==> config.mk <==
export PLATFORM = sky130hd
export DESIGN_NAME = uart_rx_flat
export DESIGN_NICKNAME = d
export VERILOG_FILES = /design/src/rtl/uart_rx_if.sv /design/src/rtl/uart_rx.sv /design/src/flat_wrapper.sv
export SDC_FILE = /design/constraint.sdc
export NUM_CORES = 1
export LEC_CHECK = 0
export CORE_UTILIZATION = 48
export CTS_BUF_LIST = sky130_fd_sc_hd__clkbuf_16
export DETAILED_ROUTE_END_ITERATION = 8
export PLACE_DENSITY = 0.71
export SLEW_MARGIN = 10
export SYNTH_ARGS = -nofsm -noshare
export SYNTH_HDL_FRONTEND = slang
export SYNTH_SLANG_ARGS = --single-unit
export TNS_END_PERCENT = 50
==> constraint.sdc <==
create_clock -name clk -period 2.31 [get_ports clk]
set_clock_uncertainty 0.2 [all_clocks]
set_input_delay 0.462 -clock clk [delete_from_list [all_inputs] [get_ports clk]]
set_output_delay 0.462 -clock clk [all_outputs]
set_load 0.05 [all_outputs]
==> src/rtl/uart_rx_if.sv <==
// Host-side bundle of the UART receiver: received word, strobe, flags.
// The receiver drives it (master); host logic consumes it (slave).
interface uart_rx_if #(
  parameter int DATA_BITS = 8
);
  logic [DATA_BITS-1:0] rx_data;
  logic                 rx_valid;
  logic                 frame_err;
  logic                 parity_err;
  logic                 rx_busy;

  modport master (
    output rx_data,
    output rx_valid,
    output frame_err,
    output parity_err,
    output rx_busy
  );

  modport slave (
    input rx_data,
    input rx_valid,
    input frame_err,
    input parity_err,
    input rx_busy
  );
endinterface

==> src/rtl/uart_rx.sv <==
// UART receiver: 8x-oversampled, 3-sample majority vote per bit,
// optional parity, one-cycle valid strobe with frame/parity flags.
module uart_rx #(
  parameter int DATA_BITS  = 8,
  parameter bit PARITY_EN  = 1'b0,
  parameter bit PARITY_ODD = 1'b0
) (
  input  logic      clk,
  input  logic      rst,
  input  logic      rx_bd_en,
  input  logic      rxd,
  uart_rx_if.master rx
);

  typedef enum logic [2:0] {
    IDLE,
    START,
    DATA,
    PARITY,
    STOP
  } state_t;

  state_t state, state_n;

  logic                 sync1;
  logic                 rxd_s;
  logic [2:0]           cnt;
  logic [2:0]           bit_idx;
  logic                 s3;
  logic                 s4;
  logic                 par_bit;
  logic [DATA_BITS-1:0] shreg;
  logic [DATA_BITS-1:0] data_q;
  logic                 valid_q;
  logic                 fe_q;
  logic                 pe_q;
  logic                 vote;
  logic                 mid;
  logic                 last;
  logic                 bit_last;

  assign vote = (s3 & s4) | (s3 & rxd_s) | (s4 & rxd_s);
  assign mid = rx_bd_en && (cnt == 3'd5);
  assign last = rx_bd_en && (cnt == 3'd7);
  assign bit_last = (bit_idx == 3'(DATA_BITS - 1));

  always_ff @(posedge clk or posedge rst) begin
    if (rst) begin
      sync1 <= 1'b1;
      rxd_s <= 1'b1;
    end else begin
      sync1 <= rxd;
      rxd_s <= sync1;
    end
  end

  always_ff @(posedge clk or posedge rst) begin
    if (rst) state <= IDLE;
    else     state <= state_n;
  end

  always_comb begin
    state_n = state;
    unique case (state)
      IDLE:
        if (rx_bd_en && !rxd_s) state_n = START;
      START:
        if (mid && vote) state_n = IDLE;
        else if (last)   state_n = DATA;
      DATA:
        if (last && bit_last)
          state_n = PARITY_EN ? PARITY : STOP;
      PARITY:
        if (last) state_n = STOP;
      STOP:
        if (mid) state_n = IDLE;
      default:
        state_n = IDLE;
    endcase
  end

  always_ff @(posedge clk or posedge rst) begin
    if (rst) begin
      cnt     <= 3'd0;
      bit_idx <= 3'd0;
      s3      <= 1'b0;
      s4      <= 1'b0;
      par_bit <= 1'b0;
      shreg   <= '0;
      data_q  <= '0;
      valid_q <= 1'b0;
      fe_q    <= 1'b0;
      pe_q    <= 1'b0;
    end else begin
      valid_q <= 1'b0;
      if (rx_bd_en) begin
        // Start detect lands on tick 1 so the vote straddles mid-bit
        if (state == IDLE)
          cnt <= rxd_s ? 3'd0 : 3'd1;
        else if (state_n == IDLE)
          cnt <= 3'd0;
        else
          cnt <= cnt + 3'd1;
        if (cnt == 3'd3) s3 <= rxd_s;
        if (cnt == 3'd4) s4 <= rxd_s;
      end
      if (state == START)
        bit_idx <= 3'd0;
      else if (state == DATA && last)
        bit_idx <= bit_idx + 3'd1;
      if (state == DATA && mid)
        shreg <= {vote, shreg[DATA_BITS-1:1]};
      if (state == PARITY && mid)
        par_bit <= vote;
      if (state == STOP && mid) begin
        data_q  <= shreg;
        valid_q <= 1'b1;
        fe_q    <= ~vote;
        pe_q    <= PARITY_EN ? (^shreg ^ par_bit ^ PARITY_ODD) : 1'b0;
      end
    end
  end

  assign rx.rx_data    = data_q;
  assign rx.rx_valid   = valid_q;
  assign rx.frame_err  = fe_q;
  assign rx.parity_err = pe_q;
  assign rx.rx_busy    = (state != IDLE);

endmodule
==> src/flat_wrapper.sv <==
// flat-port wrapper written by rule: the top's interface ports become plain ports
module uart_rx_flat 
#(
  parameter int DATA_BITS  = 8,
  parameter bit PARITY_EN  = 1'b0,
  parameter bit PARITY_ODD = 1'b0
)
  (clk, rst, rx_bd_en, rxd, rx_rx_data, rx_rx_valid, rx_frame_err, rx_parity_err, rx_rx_busy);
  uart_rx_if #(.DATA_BITS(DATA_BITS)) rx_i ();
  input  logic clk;
  input  logic rst;
  input  logic rx_bd_en;
  input  logic rxd;
  output wire logic [$bits(rx_i.rx_data)-1:0] rx_rx_data;
  output wire logic [$bits(rx_i.rx_valid)-1:0] rx_rx_valid;
  output wire logic [$bits(rx_i.frame_err)-1:0] rx_frame_err;
  output wire logic [$bits(rx_i.parity_err)-1:0] rx_parity_err;
  output wire logic [$bits(rx_i.rx_busy)-1:0] rx_rx_busy;
  assign rx_rx_data = rx_i.rx_data;
  assign rx_rx_valid = rx_i.rx_valid;
  assign rx_frame_err = rx_i.frame_err;
  assign rx_parity_err = rx_i.parity_err;
  assign rx_rx_busy = rx_i.rx_busy;
  uart_rx #(.DATA_BITS(DATA_BITS), .PARITY_EN(PARITY_EN), .PARITY_ODD(PARITY_ODD)) u_core (.clk(clk), .rst(rst), .rx_bd_en(rx_bd_en), .rxd(rxd), .rx(rx_i));
endmodule
# Word-level counts from Yosys, hierarchy flattened
# Index checks and enable logic that the tools add are counted.
dict set report word_totals {
  word_cells 56
  reg_bits 31
  in_bits 4
  output_inout_bits 12
}
dict set report classes {
  n_eq_ne 9
  muxes 13
  bitwise 6
  add_sub_neg 2
  reduce_logical 15
}
# operator count
set op_table {}
lappend op_table {{2-to-1 mux 3 bit} 10}
lappend op_table {{equality test 3 bit (second input constant)} 5}
lappend op_table {{case mux 3 bit (5 select lines)} 1}
lappend op_table {{equality test 3 x 2 -> 1 bit (second input constant)} 3}
lappend op_table {{logical AND 1 bit} 8}
lappend op_table {{adder 3 x 1 -> 3 bit (second input constant)} 2}
lappend op_table {{logical NOT 3 bit} 2}
lappend op_table {{AND reduction 2 bit} 2}
lappend op_table {{bitwise AND 1 bit} 3}
lappend op_table {{equality test 3 x 1 -> 1 bit (second input constant)} 1}
lappend op_table {{nonzero test 3 bit} 1}
lappend op_table {{2-to-1 mux 1 bit} 2}
lappend op_table {{bitwise OR 1 bit} 2}
lappend op_table {{nonzero test 2 bit} 1}
lappend op_table {{logical NOT 1 bit} 1}
lappend op_table {{NOT 1 bit} 1}

# Depth between registers and ports, before layout
# Gate-level depths: netlist of run 1.
dict set report logic_depth {
  depth_word 9
  ltp_mapped 6
  depth_no_buf 5
}

# Worst setup path after synthesis of run 1
# No wires, ideal clock.
dict set report synth_timing {
  kind {reg-to-reg}
  from {register u_core.cnt[1]}
  to {register u_core.shreg[0]}
  t_arrival_ps 1508
  path_stages_with_launch 7
  path_buffers 1
  setup_ps 125
  period_less_slack_ps 1833
  required_time_ps 1985
  setup_slack_ps 477
  path_cell_list {dfrtp_1 > inv_1 > ha_1 > nand3_2 > or3_1 > buf_6 > mux2_4}
}
dict set report synth_via {
  elab_chain_len 3
}
# element line
set synth_rtl {}
lappend synth_rtl {{from (decl)} uart_rx.sv:27} ;# logic [2:0] cnt;
lappend synth_rtl {{from (signal assigned)} uart_rx.sv:99} ;# cnt <= rxd_s ? 3'd0 : 3'd1;
lappend synth_rtl {{from (signal assigned)} uart_rx.sv:103} ;# cnt <= cnt + 3'd1;
lappend synth_rtl {{equality test 3 bit} uart_rx.sv:43} ;# assign mid = rx_bd_en && (cnt == 3'd5);
lappend synth_rtl {{logical AND 1 bit} uart_rx.sv:43}
lappend synth_rtl {{logical AND 1 bit} uart_rx.sv:111} ;# if (state == DATA && mid)
lappend synth_rtl {{to (signal assigned)} uart_rx.sv:112} ;# shreg <= {vote, shreg[DATA_BITS-1:1]};
lappend synth_rtl {{to (decl)} uart_rx.sv:32} ;# logic [DATA_BITS-1:0] shreg;
# No other way between the ends.
# A chain may end at the register's enable or synchronous reset.

# Worst setup path after layout of run 1
dict set report layout_timing {
  from {register u_core.data_q[0], in the netlist u_core.rx.rx_data[0]}
  to {output rx_rx_data[0]}
}
# element line
set layout_rtl {}
lappend layout_rtl {{from (decl)} uart_rx.sv:33} ;# logic [DATA_BITS-1:0] data_q;
lappend layout_rtl {{from (signal assigned)} uart_rx.sv:116} ;# data_q <= shreg;
lappend layout_rtl {{to (decl)} flat_wrapper.sv:14} ;# output wire logic [$bits(rx_i.rx_data)-1:0] rx_rx_data;
# No word-level cell between the ends.

==> metrics.txt, run 1 <==
outcome=complete, but fails checks; failing checks=DRC; hold slack final=161 ps; GRT overflow=0; Gate Count Post-Synth=115; GP Congestion=0.758; I/O Buffers=14; Row Count=19; CTS tree=yes; final wirelength=2520 um; drt wl/cell=15.3 um; CP Class=reg -> out; hpwl dp=1690 um; final worst-path cycle share=90.6%; Resized Gates After CTS=0; PD cells=962 nW/um2; crit path cell chain=clkdlybuf4s50_1; CTS root buf=clkbuf_16; max_slew headroom=66.7%; drt first-iter violations=23; area added between synthesis and finish=21.9%; vias in the first global route=908; share of cells above drive strength 1=26.1%; Slew @ Worst Pin=499 ps; DIE WIDTH=57.4 um; Hold Buf Count CTS=0; Hold/Removal Path Class=reg -> reg; Synth cell types=36; I/O Pins=16; Fmax achieved=478 MHz; die footprint=3290 um2; slowest stage cell, crit path=clkdlybuf4s50_1; Synth Flop Type=dfrtp_1; clock-pin slew on the worst setup and hold paths=50 ps; YS warnings=0; commonest non-fill, non-tap cell in the layout=dfrtp_1; Design Area, Final=1790 um2; Lkg Pwr=0.886 nW; max-cap viol count=0; most frequent cells in the layout=dfrtp_1, clkdlybuf4s50_1, inv_1, mux2_2, mux2_4; Critical Path RT=1650 ps; GRT Util Overall=18.0%; unrepaired setup endpoints after global routing=no; Vias=906; Syn Nets=126; WP buf/inv=1; CP Data Arrival Time=1430 ps; number of enable flip-flop cells after synthesis=0; DR pass1 iterations=8; # diodes=0; largest net degree at the start of global routing=32; Remaining DRCs=6; Hold Vio Cnt, Final=0; core area=2830 um2; clk_lat worst skew=280 ps; slowest cell delay on critical path=810 ps; Crit Path Max Fanout=2; Async S/R FF share, synth=100%; Max Root-Sink Buffers=2; H-tree depth=2; fin. max-slew vios=0; initial antenna violation count=0; Vias per Instance=5.49; die height=57.4 um; Starting Density=52.0%; postcts setup bufs=0; clk sink count=31; Post-DRT Antenna Nets=0; CP startpoint kind=flip-flop; first-pass GRT wire length=4260 um; final-report setup violation count=0; worst vdd ir=0.000584 V; post-synthesis sequential area ratio=52.9%; Synth Register Bits=31; synthesized area per cell=12.8 um2; Final #Nets=144; delay-heaviest family, CP=buffers and inverters; min cycle time layout=2090 ps; Num CTS Buffers=5; Post-DP Area=1630 um2; mapped cell area=1470 um2; CP endpoint kind=output pin
[worst reg2reg max path, delay by kind of cell (launching register included)]
family | cells | cell delay (ps)
AND/OR/NAND/NOR | 2 | 660
flip-flops | 1 | 380
buffers and inverters | 1 | 100
multiplexers | 1 | 380
adder cells (fa/ha/maj) | 1 | 220
[stage by stage]
stage	worst slack (ps)	power, mW	TNS [ps]	util, %	std cells
final	218	1.73	0	63.4	165
after global routing	169	1.81	0	63.4	165
after CTS	209	1.75	0	63.4	165
after detailed placement	-49.3	1.01	-317	57.6	157
after global placement	-12.0	0.986	-94.8	57.6	157
after floorplan	477	0.927	0	-	115
[flip-flops by register name, indices dropped and copies added, names as in the netlist]
name and flops:
u_core.cnt 3, u_core.shreg 8, u_core.s3 1, u_core.rxd_s 1, u_core.rx.rx_valid 1, u_core.state 3
u_core.rx.frame_err 1, u_core.bit_idx 3, u_core.sync1 1, u_core.rx.rx_data 8, u_core.s4 1
[path summary, 6_finish.rpt]
check                                      from         endpoint  slack (ps)  cells after the start
setup / recovery           u_core.rx.rx_data[0]    rx_rx_data[0]         220                      1
hold / removal                     u_core.sync1     u_core.rxd_s         160                      0
setup reg to reg                  u_core.cnt[1]  u_core.shreg[2]         250                      5
hold reg to reg                    u_core.sync1     u_core.rxd_s         160                      0
max in group asynchronous                   rst     u_core.sync1        1230                      3
min in group asynchronous                   rst  u_core.state[1]         360                      3
[Yosys cell counts (all sizes together) (3+ instances only)]
| library cell | count | area [um2] |
|---|---|---|
| o22ai | 3 | 18.8 |
| mux2i | 3 | 30.0 |
| dfrtp | 29 | 726 |
| buf | 4 | 28.8 |
| inv | 12 | 45.0 |
| nand2 | 7 | 28.8 |
| ha | 7 | 87.6 |
| a22oi | 3 | 22.5 |
| mux2 | 18 | 233 |
[where the power goes]
group	internal, mW	total [mW]	switching (mW)
logic	0.133	0.306	0.173
registers	0.606	0.692	0.0866
clock network	0.501	0.727	0.225
[layer usage]
layer	GRT usage [%]	part of all wire (%)	up-vias
met3	7.48	3.9	5
met2	26.4	48	14
li1	-	-	440
met5	0	0	-
met4	10.5	1.9	0
met1	22.1	46	447
[kinds of logic (layout without fill, tap and decap cells)]
logic type / count (synthesis) / in the layout / share of synthesized area [%]
other: 1 / 1 / 0.255
AND/OR/NAND/NOR: 20 / 20 / 8.76
buffers and inverters: 17 / 36 / 5.27
flip-flops: 31 / 31 / 52.9
adder cells (fa/ha/maj): 8 / 8 / 6.63
AO/OA/AOI/OAI: 17 / 17 / 8.33
multiplexers: 21 / 21 / 17.9
[cell type report]
class,instances,area (um2)
clock buffers,5,125
clock inverters,3,38.8
fillers,233,1030
inverters,12,45.0
multi-input cells,67,616
flip-flops and latches,31,778
well taps,31,38.8
repair buffers,16,153
Note: power is estimated with default switching activity, not from simulation.
==> inputs of run 2 (changes only) <==
PLACE_DENSITY = 0.73   (was 0.71)
clock period = 1.9 ns   (was 2.31 ns; I/O delays follow)
==> metrics.txt, run 2 (synthesis results as in run 1) <==
total internal power=1.45 mW; worst vdd ir=0.000940 V; largest net degree at the start of global routing=32; routed wl met2=1230 um; unrepaired setup endpoints after global routing=no; initial antenna violation count=0; CTS tree=yes; core area=2830 um2; Row Count=19; I/O Buffers=14; Design Area, Final=1850 um2; clock network fraction of total power=35.9%; CTS root buf=clkbuf_16; CP endpoint kind=output pin; area added between synthesis and finish=25.6%; clk_lat worst skew=270 ps; die height=57.4 um; Vias=952; CP startpoint kind=flip-flop; final worst-path cycle share=97.8%; Final #Nets=154; Post-DRT Antenna Nets=0; Post-DP Area=1690 um2; Fillers=219; Hold Vio Cnt, Final=0; drt wl/cell=14.0 um; H-tree depth=2; GP Congestion=0.852; Lkg Pwr=0.951 nW; max-cap viol count=0; final-report setup violation count=0; PD cells=1100 nW/um2; commonest non-fill, non-tap cell in the layout=dfrtp_1; Register Area=781 um2; vias in the first global route=953; first-pass GRT wire length=4490 um; min cycle time layout=1860 ps; met3 wire length=104 um; multi-input logic area=623 um2; switch share=28.7%; Crit Path Max Fanout=9; fin. max-slew vios=0; final wirelength=2450 um; CP Class=reg -> out; I/O Pins=16; failing checks=DRC; share of cells above drive strength 1=41.0%; Critical Path RT=1320 ps; DIE WIDTH=57.4 um; outcome=complete, but fails checks; Max Root-Sink Buffers=2; Flop pwr share=39.8%; hpwl dp=1790 um; R2R Setup Slk=80 ps; Util after Layout=65.3%; CP Data Arrival Time=1280 ps; Fmax achieved=538 MHz; GRT overflow=0; Num CTS Buffers=5; Vias per Instance=5.44; net load switching power=0.584 mW; DR pass1 iterations=6; Hold Buf Count CTS=0; most frequent cells in the layout=dfrtp_1, buf_4, inv_1, mux2_2, mux2_4; clk sink count=31; top sig layer=met4; Logic pwr share=24.3%; Remaining DRCs=4; drt first-iter violations=23; Hold/Removal Path Class=reg -> reg; clock-pin slew on the worst setup and hold paths=50 ps; GRT Util Overall=18.6%; # diodes=0; Starting Density=52.0%; met1 wire length=1090 um; die footprint=3290 um2
## run 2: stage by stage
| stage | TNS (ps) | std cells | setup WS [ps] | power, mW | hold slack, ps |
|---|---|---|---|---|---|
| after CTS | 0 | 175 | 7.12 | 2.05 | 158 |
| after global routing | 0 | 175 | 5.36 | 2.17 | 165 |
| after global placement | -3720 | 166 | -223 | 1.26 | 146 |
| after floorplan | 0 | 115 | 67.0 | 1.13 | 145 |
| final | 0 | 175 | 40.9 | 2.03 | 158 |
| after detailed placement | -4320 | 166 | -251 | 1.28 | 151 |
## run 2: layout make-up
type	instances	area share, %
timing repair buffer	26	12.1
tap	31	2.10
sequential	31	42.2
clock inverter	3	0.677
inverter	12	2.44
multi-input combinational	67	33.7
clock buffer	5	6.77
## run 2: path summary, 6_finish.rpt
check,start,end,depth (start not counted)
worst max-delay path,u_core.state[2],rx_rx_busy,2
worst min-delay path,u_core.sync1,u_core.rxd_s,0
worst max register to register,u_core.cnt[1],u_core.shreg[2],6
worst min register to register,u_core.sync1,u_core.rxd_s,0
max in group asynchronous,rst,u_core.rxd_s,3
min in group asynchronous,rst,u_core.shreg[5],3
## run 2: layer usage
metal	global-route usage [%]	up-vias
met5	0	-
met4	7.67	0
met3	6.58	4
met2	29.7	23
met1	22.9	463
li1	-	462
## run 2: repair_timing
action,CTS,global route
setup buffers,1,0
setup endpoints to repair,1,17
cloned,0,0
gates resized for setup,3,4
endpoints found under the hold margin,0,0
pin swaps,0,1
## run 2: critical path, stage by stage, from the launching register on
cell     delay, ps
dfrtp_2        450
or3_4          390
buf_6          160
## run 2: power groups by stage
stage	clock network [mW]	logic, mW	registers [mW]
finish	0.730	0.494	0.808
global route	0.785	0.561	0.819
CTS	0.750	0.490	0.806
detailed placement	0	0.445	0.835
global placement	0	0.429	0.829
floorplan	0	0.334	0.793
